File: config.mk
export PLATFORM = sky130hd
export DESIGN_NAME = banner_renderer
export DESIGN_NICKNAME = d
export VERILOG_FILES = /design/src/rtl/banner_renderer_pkg.sv /design/src/rtl/banner_renderer_glyph_shape.sv /design/src/rtl/banner_renderer.sv
export SDC_FILE = /design/constraint.sdc
export NUM_CORES = 1
export LEC_CHECK = 0
export CAP_MARGIN = 10
export CORE_UTILIZATION = 55
export CTS_CLUSTER_DIAMETER = 100
export DETAILED_ROUTE_END_ITERATION = 7
export PLACE_DENSITY = 0.78
export SETUP_SLACK_MARGIN = 0.05
export SLEW_MARGIN = 20
export SYNTH_ARGS = -nofsm -noshare
export SYNTH_HDL_FRONTEND = slang
export SYNTH_SLANG_ARGS = --single-unit
File: constraint.sdc
create_clock -name clk -period 4.9 [get_ports clk]
set_input_delay 1.47 -clock clk [delete_from_list [all_inputs] [get_ports clk]]
set_output_delay 1.47 -clock clk [all_outputs]
set_load 0.05 [all_outputs]
File: src/rtl/banner_renderer_pkg.sv
// Shared constants for the banner renderer: glyph codes, FSM state encoding
// and the visible raster limits.
package banner_renderer_pkg;

   localparam int SCREEN_W = 640;
   localparam int SCREEN_H = 480;

   localparam logic [3:0] GLYPH_BLANK = 4'd0;
   localparam logic [3:0] GLYPH_W     = 4'd1;
   localparam logic [3:0] GLYPH_I     = 4'd2;
   localparam logic [3:0] GLYPH_N     = 4'd3;
   localparam logic [3:0] GLYPH_EXCL  = 4'd4;
   localparam logic [3:0] GLYPH_L     = 4'd5;
   localparam logic [3:0] GLYPH_O     = 4'd6;
   localparam logic [3:0] GLYPH_S     = 4'd7;
   localparam logic [3:0] GLYPH_E     = 4'd8;
   localparam logic [3:0] GLYPH_T     = 4'd9;

   typedef enum logic [1:0] {
      ST_IDLE   = 2'd0,
      ST_REVEAL = 2'd1,
      ST_SHOW   = 2'd2
   } state_t;

endpackage

File: src/rtl/banner_renderer_glyph_shape.sv
// Combinational stroke-glyph lookup: decides whether local cell coordinate
// (x,y) lies on a stroke of the glyph selected by i_code.
module glyph_shape
   import banner_renderer_pkg::*;
#(
   parameter int CELL   = 100,
   parameter int STROKE = 20
) (
   input  logic [3:0] i_code,
   input  logic [9:0] i_x,
   input  logic [9:0] i_y,
   output logic       o_hit
);

   localparam logic [10:0] T        = 11'(STROKE);
   localparam logic [10:0] FAR      = 11'(CELL - STROKE);
   localparam logic [10:0] HALF     = 11'(CELL / 2);
   localparam logic [10:0] MID_LO   = 11'(CELL / 2 - STROKE / 2);
   localparam logic [10:0] MID_HI   = 11'(CELL / 2 + STROKE / 2);
   localparam logic [10:0] BANG_END = 11'(CELL - 2 * STROKE);

   logic [10:0] w_x;
   logic [10:0] w_y;
   logic        w_left;
   logic        w_right;
   logic        w_top;
   logic        w_bottom;
   logic        w_mid_x;
   logic        w_mid_y;
   logic        w_diag;

   assign w_x = {1'b0, i_x};
   assign w_y = {1'b0, i_y};

   always_comb begin
      w_left   = (w_x < T);
      w_right  = (w_x >= FAR);
      w_top    = (w_y < T);
      w_bottom = (w_y >= FAR);
      w_mid_x  = (w_x >= MID_LO) && (w_x < MID_HI);
      w_mid_y  = (w_y >= MID_LO) && (w_y < MID_HI);
      // N diagonal: a band of width t running from the top-left corner down-right
      w_diag   = (w_y <= w_x) && (w_x < w_y + T);

      case (i_code)
         GLYPH_W:    o_hit = w_left || w_right || w_bottom || (w_mid_x && (w_y >= HALF));
         GLYPH_I:    o_hit = w_left;
         GLYPH_N:    o_hit = w_left || w_right || w_diag;
         GLYPH_EXCL: o_hit = w_left && ((w_y < BANG_END) || w_bottom);
         GLYPH_L:    o_hit = w_left || w_bottom;
         GLYPH_O:    o_hit = w_left || w_right || w_top || w_bottom;
         GLYPH_S:    o_hit = w_top || w_bottom || w_mid_y ||
                             (w_left && (w_y < HALF)) || (w_right && (w_y >= HALF));
         GLYPH_E:    o_hit = w_left || w_top || w_bottom || w_mid_y;
         GLYPH_T:    o_hit = w_top || w_mid_x;
         default:    o_hit = 1'b0;
      endcase
   end

endmodule

File: src/rtl/banner_renderer.sv
// Animated N-glyph banner: reveals glyphs one per REVEAL_FRAMES ticks, then holds.
// Define BANNER_BLINK_EN to blink the completed message every BLINK_FRAMES ticks.
//
//   state     | meaning
//   ----------+-----------------------------------------------------
//   ST_IDLE   | banner blank, waiting for start
//   ST_REVEAL | glyphs appearing one at a time on frame ticks (busy)
//   ST_SHOW   | full message shown, optionally blinking (done)
module banner_renderer
   import banner_renderer_pkg::*;
#(
   parameter int          H_ORIGIN      = 160,
   parameter int          V_ORIGIN      = 200,
   parameter int          CELL          = 100,
   parameter int          STROKE        = 20,
   parameter int          GAP           = 20,
   parameter int          NUM_GLYPHS    = 4,
   parameter logic [31:0] MSG           = 32'h0000_4321,
   parameter int          REVEAL_FRAMES = 15,
   parameter int          BLINK_FRAMES  = 30
) (
   input  logic                  clk,
   input  logic                  reset,
   input  logic                  frame_tick,
   input  logic                  start,
   input  logic                  clear,
   input  logic [9:0]            H_Coord,
   input  logic [9:0]            V_Coord,
   output logic [NUM_GLYPHS-1:0] glyph_mask,
   output logic                  pixel_on,
   output logic                  busy,
   output logic                  done
);

   localparam int PITCH   = CELL + GAP;
   localparam int CNT_MAX = (REVEAL_FRAMES > BLINK_FRAMES) ? REVEAL_FRAMES : BLINK_FRAMES;
   localparam int CNT_W   = $clog2(CNT_MAX + 1);

   state_t             r_state;
   logic [3:0]         r_revealed;
   logic [CNT_W-1:0]   r_frame_cnt;
   logic               r_busy;
   logic               r_done;
   logic               w_blink_on;

   logic [2:0]         w_k;
   logic [9:0]         w_x;
   logic [9:0]         w_y;
   logic               w_h_ok;
   logic               w_v_ok;
   logic               w_in_range;

   logic [2:0]         r_k;
   logic [9:0]         r_x;
   logic [9:0]         r_y;
   logic               r_in_range;

   logic [3:0]            w_code;
   logic                  w_hit;
   logic [NUM_GLYPHS-1:0] w_mask;
   logic [NUM_GLYPHS-1:0] r_glyph_mask;
   logic                  r_pixel_on;

`ifdef BANNER_BLINK_EN
   logic r_blink_on;
   assign w_blink_on = r_blink_on;
`else
   assign w_blink_on = 1'b1;
`endif

   always_ff @(posedge clk) begin
      if (reset || clear) begin
         r_state     <= ST_IDLE;
         r_revealed  <= '0;
         r_frame_cnt <= '0;
         r_busy      <= 1'b0;
         r_done      <= 1'b0;
`ifdef BANNER_BLINK_EN
         r_blink_on  <= 1'b1;
`endif
      end else if (start) begin
         r_revealed  <= 4'd1;
         r_frame_cnt <= '0;
`ifdef BANNER_BLINK_EN
         r_blink_on  <= 1'b1;
`endif
         if (NUM_GLYPHS == 1) begin
            r_state <= ST_SHOW;
            r_busy  <= 1'b0;
            r_done  <= 1'b1;
         end else begin
            r_state <= ST_REVEAL;
            r_busy  <= 1'b1;
            r_done  <= 1'b0;
         end
      end else begin
         case (r_state)
            ST_REVEAL: begin
               if (frame_tick) begin
                  if (r_frame_cnt == CNT_W'(REVEAL_FRAMES - 1)) begin
                     r_frame_cnt <= '0;
                     r_revealed  <= r_revealed + 4'd1;
                     if (r_revealed == 4'(NUM_GLYPHS - 1)) begin
                        r_state <= ST_SHOW;
                        r_busy  <= 1'b0;
                        r_done  <= 1'b1;
`ifdef BANNER_BLINK_EN
                        r_blink_on <= 1'b1;
`endif
                     end
                  end else begin
                     r_frame_cnt <= r_frame_cnt + CNT_W'(1);
                  end
               end
            end
`ifdef BANNER_BLINK_EN
            ST_SHOW: begin
               if (frame_tick) begin
                  if (r_frame_cnt == CNT_W'(BLINK_FRAMES - 1)) begin
                     r_frame_cnt <= '0;
                     r_blink_on  <= ~r_blink_on;
                  end else begin
                     r_frame_cnt <= r_frame_cnt + CNT_W'(1);
                  end
               end
            end
`endif
            default: ;
         endcase
      end
   end

   // Cell index via a compare chain against each cell's left edge; all compares
   // happen before any subtraction so nothing can wrap.
   always_comb begin
      w_k = '0;
      w_x = '0;
      w_y = '0;
      for (int i = 0; i < NUM_GLYPHS; i++) begin
         if ({1'b0, H_Coord} >= 11'(H_ORIGIN + i * PITCH)) begin
            w_k = 3'(i);
            w_x = 10'({1'b0, H_Coord} - 11'(H_ORIGIN + i * PITCH));
         end
      end
      w_h_ok = ({1'b0, H_Coord} >= 11'(H_ORIGIN));
      w_v_ok = ({1'b0, V_Coord} >= 11'(V_ORIGIN));
      if (w_v_ok) begin
         w_y = 10'({1'b0, V_Coord} - 11'(V_ORIGIN));
      end
      w_in_range = w_h_ok && w_v_ok && (w_y < 10'(CELL)) && (w_x < 10'(CELL)) &&
                   ({1'b0, w_k} < 4'(NUM_GLYPHS));
   end

   always_ff @(posedge clk) begin
      if (reset) begin
         r_k        <= '0;
         r_x        <= '0;
         r_y        <= '0;
         r_in_range <= 1'b0;
      end else begin
         r_k        <= w_k;
         r_x        <= w_x;
         r_y        <= w_y;
         r_in_range <= w_in_range;
      end
   end

   assign w_code = MSG[{r_k, 2'b00} +: 4];

   glyph_shape #(
      .CELL   (CELL),
      .STROKE (STROKE)
   ) u_glyph_shape (
      .i_code (w_code),
      .i_x    (r_x),
      .i_y    (r_y),
      .o_hit  (w_hit)
   );

   always_comb begin
      w_mask = '0;
      for (int i = 0; i < NUM_GLYPHS; i++) begin
         w_mask[i] = r_in_range && (r_k == 3'(i)) && w_hit &&
                     (4'(i) < r_revealed) && w_blink_on;
      end
   end

   always_ff @(posedge clk) begin
      if (reset) begin
         r_glyph_mask <= '0;
         r_pixel_on   <= 1'b0;
      end else begin
         r_glyph_mask <= w_mask;
         r_pixel_on   <= |w_mask;
      end
   end

   assign glyph_mask = r_glyph_mask;
   assign pixel_on   = r_pixel_on;
   assign busy       = r_busy;
   assign done       = r_done;

endmodule

==> impl_metrics.csv, run 1 <==
group,metric,value,unit
detailed_routing,wl_per_cell,14.56,um
timing,final.setup.tns,0,ns
global_route,grt_max_degree,22,
clock_tree,cts_setup_buffers,0,
global_route,track_usage,24.60,%
synth,synthTopCellsByArea,"dfxtp_1 25%, ha_1 15%, inv_1 4.2%, nor2_1 3.9%, xor2_1 3.1%",
critical_path,r2r_start,"r_y[2]",
timing,period_share,80.96,%
clock_tree,ctsResizeCount,0,
min_path,hp-start,"r_in_range",
clock_tree,clock_path_buffers,2,
power_and_ir_drop,p_sw_share,28.64,%
die,dieArea,5925,sq um
critical_path,crit_path_end_kind,"flop",
timing,final-setup-viol-count,0,
final_layout,seq_area,780.7,sq um
power_and_ir_drop,seq_power_share,42.9,%
critical_path,start_kind,"input pin",
detailed_routing,wl,6887,um
critical_path,cp_max_fo,7,
die,coreArea,5270,sq um
timing,rsz0062_at_grt,"false",
final_layout,drive_gt1_share,6.452,%
timing,timing.slew.headroom,49.43,%
synth,synth.most_common_cell,"dfxtp_1",
timing,hold_violations,0,
clock_tree,htreeDepth,2,
final_layout,n_fill_cell,450,
die,die_w,76.98,um
synth,synth.avg_cell_area,8.245,sq um
power_and_ir_drop,pwr-share-comb,24.0,%
detailed_routing,vias,2774,
timing,worst_pin_slew,0.7540,ns
detailed_routing,firstDrtPassIters,4,
power_and_ir_drop,cellLeakagePower,0.001370,uW
global_route,grt_pass1_wl,11900,um
timing,finClkSkew,0.007851,ns
detailed_routing,viasPerCell,5.865,
critical_path,reg2reg_depth,9,
power_and_ir_drop,power.density,231.3,nW/um^2
critical_path,reg2reg_slack,2.12,ns
clock_tree,clkLatencyLatePin,0.29,ns
synth,yosys.area.top_type,"dfxtp_1",
critical_path,reg2reg_to,"pixel_on",
power_and_ir_drop,clock_power_share,33.1,%
timing,fmax,0.2521,GHz
power_and_ir_drop,intPower,585.8,uW
clock_tree,cts_tree,"done",
placed_design,pre_cts_slack,0.6789,ns
final_layout,nNetsFinal,464,
timing,drv_slew,0,
detailed_routing,drc,0,
final_layout,multiInputGateArea,2107,sq um
clock_tree,cts_root_buffer,"clkbuf_8",
synth,yosys_warnings,0,
placed_design,port_buffers,31,
synth,synth_cell_types,69,
synth,synthArstFlopShare,0,%
final_layout,n_antenna_cell,0,
die,die_h,76.98,um
critical_path,required,5.09,ns
critical_path,critPathKind,"in -> reg",
synth,synth_seq_cells,39,
run_status,status,"finished, final reports clean",
die,initial_core_util,58.67,%
placed_design,routabilityCongestion,0.9256,
global_route,overflow,0,
placed_design,dp_hpwl,5427,um
min_path,hold_end,"glyph_mask[1]",
synth,syn_nets,437,
power_and_ir_drop,p_sw,235.2,uW
timing,final.min_clock_period,3.967,ns
clock_tree,clk_pin_slew_worst_paths,0.07,ns
clock_tree,numCtsBuffers,5,
flow_run,maxCapViolations,0,
synth,synth_edf_count,0,
synth,synth_top_area_share,25.25,%
synth,syn_area,3092,sq um
detailed_routing,drtIter0Drc,189,
die,io_pins,32,
synth,synthTopCellsByCount,"39 x dfxtp_1, 37 x ha_1, 35 x inv_1",
detailed_routing,antenna_left,0,
critical_path,crit_arrival,4.16,ns
min_path,hold_depth,2,
synth,netlist_instances,375,
global_route,grt_pass1_vias,2601,
final_layout,syn2layout_area_growth,14.81,%
power_and_ir_drop,ir_worst_vdd,0.0001111,V
die,fp-row-count,26,
global_route,antenna_found_initial,0,
min_path,hold_class,"reg -> reg",
timing,worst_slack,0.9330,ns
synth,synth-main-ff-cell,"dfxtp_1",
clock_tree,ctsHoldBuffers,0,
synth,synth-seq-area-share,25.25,%
clock_tree,clock_sinks,39,
[layout by cell type (no fill, tap or decap), drive strengths merged, types with 2 or more instances in the layout]
cell type      count
dfxtp             39
ha                37
inv               35
nor2              32
clkdlybuf4s50     31
nand2             20
a21oi             19
o21ai             16
nor3              15
xor2              11
nand3             11
nand4             10
xnor2              9
a211oi             9
nor2b              8
a31oi              8
and2               8
clkbuf             6
nand2b             5
a221oi             5
nand3b             4
o31ai              4
o2111ai            3
nor4               3
a21o               3
a211o              3
o221ai             3
a2111oi            3
or3                3
or2                3
o41ai              2
o2111a             2
a41oi              2
and4               2
a32o               2
o32ai              2
buf                2
and2b              2
[worst max-delay path: stages]
cell and delay, ns:
clkdlybuf4s50_1 0.64, inv_1 0.19, ha_1 0.27, nor2b_1 0.20, a41oi_1 0.56, o21ai_0 0.17, o2bb2ai_1 0.24, o221ai_1 0.15
a211oi_1 0.26
[cell families after synthesis]
family | synth area share [%]
XOR/XNOR | 5.666
adder cells (fa/ha/maj) | 14.97
flip-flops | 25.25
buffers and inverters | 6.596
multiplexers | 0.3238
AO/OA/AOI/OAI | 23.60
AND/OR/NAND/NOR | 23.59
[worst max path at each step]
stage,start,endpoint
after floorplan,H_Coord[5],r_x[7]
after global placement,H_Coord[5],r_in_range
after detailed placement,H_Coord[5],r_in_range
after CTS,H_Coord[5],r_in_range
after global routing,H_Coord[4],r_in_range
final,H_Coord[4],r_in_range
[power by group through the flow]
stage                     clock network (uW)  logic, uW  registers [uW]
after global routing                     292        223             354
after detailed placement                   0        195             359
after floorplan                            0        140             350
final                                    272        197             352
after CTS                                277        196             351
after global placement                     0        194             358
[state kept, by name, indices dropped and copies added (netlist names)]
name / count
r_frame_cnt: 5
glyph_mask: 4
r_k: 2
pixel_on: 1
r_x: 10
busy: 1
r_revealed: 4
r_in_range: 1
r_y: 10
r_state: 1
[final cells by class]
cell class,instances,area share (%)
tap,70,2.467
clock buffer,6,2.326
inverter,35,3.701
sequential,39,22.00
timing repair buffer,33,9.165
clock inverter,2,0.9870
multi-input combinational,288,59.36
[per-layer routing]
| metal | global-route usage (%) | vias up | share of wire [%] |
|---|---|---|---|
| li1 | - | 1427 | - |
| met1 | 32.51 | 1266 | 48 |
| met2 | 41.16 | 71 | 47 |
| met3 | 3.095 | 10 | 3.7 |
| met4 | 8.302 | 0 | 1.3 |
| met5 | 0 | - | 0 |
[metrics by stage]
step	cell area [sq um]	std cells	total power (uW)	hold slack [ns]	util, %
6_report	3550	473	821.0	0.5131	67.36
5_1_grt	3550	473	869.3	0.5613	67.36
4_1_cts	3550	473	823.8	0.5140	67.36
3_5_place_dp	3432	465	553.5	0.5093	65.12
3_3_place_gp	3432	465	551.7	0.5041	65.12
2_1_floorplan	3092	375	490.1	0.4704	-
(Power assumes the default switching activity.)
==> run 2, diff against run 1 <==
--- a/config.mk
+++ b/config.mk
@@ -6,10 +6,10 @@
 export NUM_CORES = 1
 export LEC_CHECK = 0
 export CAP_MARGIN = 10
-export CORE_UTILIZATION = 55
+export CORE_UTILIZATION = 52
 export CTS_CLUSTER_DIAMETER = 100
 export DETAILED_ROUTE_END_ITERATION = 7
-export PLACE_DENSITY = 0.78
+export PLACE_DENSITY = 0.77
 export SETUP_SLACK_MARGIN = 0.05
 export SLEW_MARGIN = 20
 export SYNTH_ARGS = -nofsm -noshare
==> constraint.sdc (replaced) <==
create_clock -name clk -period 3.4 [get_ports clk]
set_input_delay 1.02 -clock clk [delete_from_list [all_inputs] [get_ports clk]]
set_output_delay 1.02 -clock clk [all_outputs]
set_load 0.05 [all_outputs]
==> run 2 against run 1 <==
Net effect: core utilization is essentially flat; wire length grew 11%; global-route usage is 1.2 points higher; clock skew is 0.0014 ns higher; final area rose by 6.5%; sequential power is 44% higher; critical endpoint unchanged; highest routed layer unchanged.
==> impl_metrics.csv, run 2 (synthesized netlist as in run 1, its figures left out) <==
group,metric,value,unit
run_status,status,"finished, final reports clean",
final_layout,drive_gt1_share,13.19,%
timing,period_share,95.01,%
clock_tree,clock_sinks,39,
power_and_ir_drop,ir_worst_vdd,0.0002850,V
critical_path,required,3.59,ns
clock_tree,htreeDepth,2,
timing,final-setup-viol-count,0,
die,coreArea,5608,sq um
timing,hold_violations,0,
timing,final.min_clock_period,3.230,ns
final_layout,final_cell_mix,"39 x dfxtp_1, 37 x ha_1, 35 x inv_1, 32 x nor2_1",
detailed_routing,drc,0,
detailed_routing,viasPerCell,5.905,
placed_design,routabilityCongestion,0.9769,
timing,rsz0062_at_grt,"true",
detailed_routing,wl_per_cell,15.18,um
power_and_ir_drop,intPower,865.8,uW
global_route,overflow,0,
detailed_routing,firstDrtPassIters,4,
clock_tree,clock_path_buffers,2,
die,die_w,79.11,um
die,fp-row-count,27,
critical_path,crit_arrival,3.42,ns
detailed_routing,antenna_left,0,
final_layout,n_antenna_cell,0,
power_and_ir_drop,pwr-share-comb,26.0,%
global_route,grt_pass1_wl,12800,um
global_route,grt_max_degree,21,
timing,worst_pin_slew,0.5682,ns
power_and_ir_drop,seq_power_share,41.7,%
detailed_routing,vias,2976,
detailed_routing,wl,7649,um
final_layout,top_regs,"r_x (10), r_y (10), r_frame_cnt (5)",
final_layout,final_common_cell,"dfxtp_1",
timing,holdWs,0.5077,ns
power_and_ir_drop,cellLeakagePower,0.001512,uW
power_and_ir_drop,power.total,1219,uW
global_route,grt_pass1_vias,2842,
die,die_h,79.11,um
clock_tree,cts_setup_buffers,0,
timing,fmax,0.3096,GHz
final_layout,nNetsFinal,493,
clock_tree,numCtsBuffers,5,
placed_design,placed_cells,496,
detailed_routing,drtIter0Drc,161,
critical_path,start_kind,"input pin",
timing,timing.slew.headroom,61.62,%
clock_tree,cts_tree,"done",
critical_path,crit_path_end_kind,"flop",
clock_tree,clk_pin_slew_worst_paths,0.07,ns
die,dieArea,6258,sq um
critical_path,critPathKind,"in -> reg",
global_route,track_usage,25.81,%
critical_path,cp_max_fo,6,
power_and_ir_drop,p_sw_share,28.99,%
power_and_ir_drop,clock_power_share,32.3,%
min_path,hold_class,"reg -> reg",
placed_design,dp_hpwl,6091,um
timing,drv_slew,0,
clock_tree,clkLatencyLatePin,0.29,ns
final_layout,syn2layout_area_growth,22.26,%
final_layout,final_cells,504,
placed_design,port_buffers,31,
power_and_ir_drop,power.density,322.5,nW/um^2
flow_run,maxCapViolations,0,
power_and_ir_drop,p_sw,353.4,uW
die,initial_core_util,55.13,%
final_layout,n_fill_cell,491,
global_route,antenna_found_initial,0,
die,io_pins,32,
timing,finClkSkew,0.009260,ns
clock_tree,cts_root_buffer,"clkbuf_8",
## run 2: power by group through the flow
stage | registers, uW | logic (uW) | clock network (uW)
6_report | 508 | 317 | 394
5_1_grt | 511 | 354 | 417
4_1_cts | 507 | 312 | 397
3_5_place_dp | 518 | 310 | 0
3_3_place_gp | 516 | 304 | 0
2_1_floorplan | 504 | 202 | 0
## run 2: per-stage QoR
| stage | instance area (sq um) | setup WS [ns] | util, % | setup TNS (ns) |
|---|---|---|---|---|
| global route | 3780 | 0.04931 | 67.40 | 0 |
| CTS | 3770 | 0.2049 | 67.22 | 0 |
| finish | 3780 | 0.1697 | 67.40 | 0 |
| detailed placement | 3652 | -0.07606 | 65.13 | -0.08529 |
| global placement | 3652 | -0.01436 | 65.13 | -0.01436 |
| floorplan | 3092 | 0.6128 | - | 0 |
## run 2: worst paths after layout
path,slack [ns],endpoint,startpoint,cells after the start
worst max-delay path,0.17,r_in_range,H_Coord[5],9
worst min-delay path,0.51,glyph_mask[3],r_in_range,2
worst max register to register,0.58,pixel_on,r_y[2],9
worst min register to register,0.51,glyph_mask[3],r_in_range,2
## run 2: final cells by class
type | instances | area [sq um] | area share (%)
multi-input cells | 288 | 2117 | 56.01
flip-flops and latches | 39 | 780.7 | 20.66
repair buffers | 62 | 543.0 | 14.37
inverters | 35 | 131.4 | 3.476
well taps | 72 | 90.09 | 2.383
clock buffers | 6 | 82.58 | 2.185
clock inverters | 2 | 35.03 | 0.9268
## run 2: worst max-delay path: stages
cell	delay, ns
clkdlybuf4s50_1	0.41
inv_1	0.14
ha_1	0.35
nand4_1	0.21
o221a_4	0.29
or4_1	0.46
o21ai_0	0.14
o2111ai_1	0.19
a211oi_1	0.20
## run 2: metal layers
layer / track usage [%] / share of wire [%] / vias up
li1: - / - / 1489
met1: 31.81 / 45 / 1354
met2: 43.62 / 47 / 109
met3: 4.598 / 5.2 / 24
met4: 11.45 / 3.3 / 0
met5: 0 / 0 / -
## run 2: timing repair
action,CTS,global route
setup endpoints to repair,0,2
hold endpoints to repair,0,0
resized for setup,0,2
hold buffers,0,0
==> run 3, diff against run 2 <==
--- a/config.mk
+++ b/config.mk
@@ -6,12 +6,13 @@
 export NUM_CORES = 1
 export LEC_CHECK = 0
 export CAP_MARGIN = 10
-export CORE_UTILIZATION = 52
+export CORE_UTILIZATION = 35
 export CTS_CLUSTER_DIAMETER = 100
 export DETAILED_ROUTE_END_ITERATION = 7
-export PLACE_DENSITY = 0.77
+export GPL_TIMING_DRIVEN = 0
 export SETUP_SLACK_MARGIN = 0.05
 export SLEW_MARGIN = 20
 export SYNTH_ARGS = -nofsm -noshare
 export SYNTH_HDL_FRONTEND = slang
 export SYNTH_SLANG_ARGS = --single-unit
+export TNS_END_PERCENT = 50
==> run 3 against run 2 <==
Net effect: final area decreased by 3.4%; core utilization decreased by 24 points; critical path depth unchanged; setup slack improved by 0.012 ns; register-to-register slack improved by 0.17 ns; count of clock-buffer cells in the layout decreased by 1; largest power group unchanged; die area increased by 47%; final cell count increased by 2.8%; first-iteration DRC count decreased by 45%; flip-flop and latch count unchanged; fmax increased by 0.37%; wire length decreased by 4.0%.
==> impl_metrics.csv, run 3 (synthesized netlist as in run 1, its figures left out) <==
group,metric,value,unit
final_layout,seq_area,780.7,sq um
final_layout,syn2layout_area_growth,18.05,%
final_layout,multiInputGateArea,2125,sq um
final_layout,n_antenna_cell,0,
detailed_routing,viasPerCell,5.477,
final_layout,n_fill_cell,856,
critical_path,crit_arrival,3.41,ns
critical_path,reg2reg_depth,9,
timing,timing.slew.headroom,48.49,%
global_route,grt_max_degree,14,
detailed_routing,antenna_left,0,
critical_path,critPathKind,"in -> reg",
final_layout,top_regs,"r_x (10), r_y (10), r_frame_cnt (5)",
die,die_w,95.99,um
detailed_routing,firstDrtPassIters,4,
global_route,grt_pass1_wl,12530,um
min_path,hold_depth,2,
detailed_routing,drtIter0Drc,88,
die,die_h,95.99,um
power_and_ir_drop,ir_worst_vdd,0.0001465,V
timing,final-setup-viol-count,0,
timing,hold_violations,0,
clock_tree,clock_sinks,39,
min_path,hold_end,"glyph_mask[1]",
detailed_routing,wl_per_cell,14.18,um
detailed_routing,wl_met1,3520,um
final_layout,fin_area,3650,sq um
clock_tree,clk_pin_slew_worst_paths,0.08,ns
min_path,hold_class,"reg -> reg",
global_route,antenna_found_initial,0,
power_and_ir_drop,cellLeakagePower,0.001401,uW
min_path,hp-start,"r_in_range",
final_layout,final_common_cell,"dfxtp_1",
timing,drv_slew,0,
global_route,track_usage,17.03,%
flow_run,maxCapViolations,0,
power_and_ir_drop,power.density,323.1,nW/um^2
clock_tree,cts_tree,"done",
detailed_routing,vias,2837,
clock_tree,clkLatencyLatePin,0.28,ns
global_route,grt_pass1_vias,2663,
final_layout,nNetsFinal,474,
die,coreArea,8382,sq um
placed_design,placed_area,3523,sq um
final_layout,drive_gt1_share,8.232,%
final_layout,final_cell_mix,"39 x dfxtp_1, 37 x ha_1, 34 x inv_1, 32 x nor2_1, 27 x clkdlybuf4s50_1",
detailed_routing,wl_met2,3455,um
clock_tree,numCtsBuffers,5,
timing,period_share,94.66,%
placed_design,dp_hpwl,5932,um
timing,rsz0062_at_grt,"false",
detailed_routing,top_layer_used,"met4",
critical_path,reg2reg_slack,0.75,ns
detailed_routing,wl,7346,um
timing,finClkSkew,0.008549,ns
detailed_routing,drc,0,
die,dieArea,9213,sq um
placed_design,routabilityCongestion,0.8671,
die,initial_core_util,36.89,%
timing,fmax,0.3107,GHz
clock_tree,cts_root_buffer,"clkbuf_8",
placed_design,port_buffers,30,
critical_path,crit_path_end_kind,"flop",
die,fp-row-count,33,
die,io_pins,32,
critical_path,reg2reg_to,"pixel_on",
critical_path,cp_max_fo,9,
detailed_routing,wl_met3,268,um
clock_tree,cts_setup_buffers,0,
clock_tree,htreeDepth,2,
critical_path,cp-startpoint,"H_Coord[4]",
global_route,overflow,0,
critical_path,start_kind,"input pin",
critical_path,required,3.59,ns
power_and_ir_drop,power.total,1179,uW
critical_path,r2r_start,"r_y[2]",
timing,final.min_clock_period,3.218,ns
run_status,status,"finished, final reports clean",
timing,worst_pin_slew,0.7680,ns
clock_tree,clock_path_buffers,2,
==> run 3: report_power, final <==
| part | internal (uW) | total, uW | leakage (uW) | switching (uW) |
|---|---|---|---|---|
| logic | 134 | 300 | 0.00102 | 165 |
| registers | 477 | 502 | 0.000320 | 25.0 |
| clock network | 218 | 378 | 0.0000581 | 160 |
| total | 829 | 1180 | 0.00140 | 350 |
==> run 3: critical path, cell delays in order <==
cell	delay, ns
dlygate4sd2_1	0.40
inv_1	0.20
ha_1	0.28
nor2b_2	0.21
o221a_4	0.35
or4_1	0.39
o21ai_0	0.14
o2111ai_1	0.20
a211oi_1	0.22
==> run 3: what timing repair did <==
| item | CTS | global route |
|---|---|---|
| hold endpoints to repair | 0 | 0 |
| pin swaps | 0 | 0 |
| resized for setup | 5 | 5 |
| hold buffers | 0 | 0 |
| endpoints found under the setup margin | 2 | 2 |
==> run 3: area by class of cell <==
class | instances | share of cell area [%]
sequential | 39 | 21.39
clock buffer | 5 | 1.885
clock inverter | 3 | 1.200
inverter | 35 | 3.600
buffer | 13 | 1.988
multi-input combinational | 288 | 58.21
tap | 105 | 3.600
timing repair buffer | 30 | 8.125
==> run 3: worst max-delay path by stage <==
| stage | to | slack (ns) | cells after the start |
|---|---|---|---|
| 2_1_floorplan | r_x[7] | 0.61 | 8 |
| 3_3_place_gp | r_in_range | -0.42 | 9 |
| 3_5_place_dp | r_in_range | -0.48 | 9 |
| 4_1_cts | r_in_range | 0.06 | 10 |
| 6_report | r_in_range | 0.18 | 9 |
| 5_1_grt | r_in_range | 0.06 | 8 |
==> run 3: metrics by stage <==
stage | setup TNS (ns) | utilization [%] | setup slack [ns] | cells | hold slack (ns)
after floorplan | 0 | - | 0.6128 | 375 | 0.4704
after global placement | -1.356 | 42.04 | -0.4244 | 510 | 0.4994
after detailed placement | -1.574 | 42.04 | -0.4776 | 510 | 0.4989
after CTS | 0 | 43.47 | 0.05986 | 518 | 0.4976
after global routing | 0 | 43.54 | 0.06113 | 518 | 0.5232
final | 0 | 43.54 | 0.1816 | 518 | 0.5022
==> run 3: metal layers <==
layer	vias up	global-route usage, %
li1	1441	-
met1	1313	22.93
met2	73	28.49
met3	10	1.422
met4	0	5.721
met5	-	0
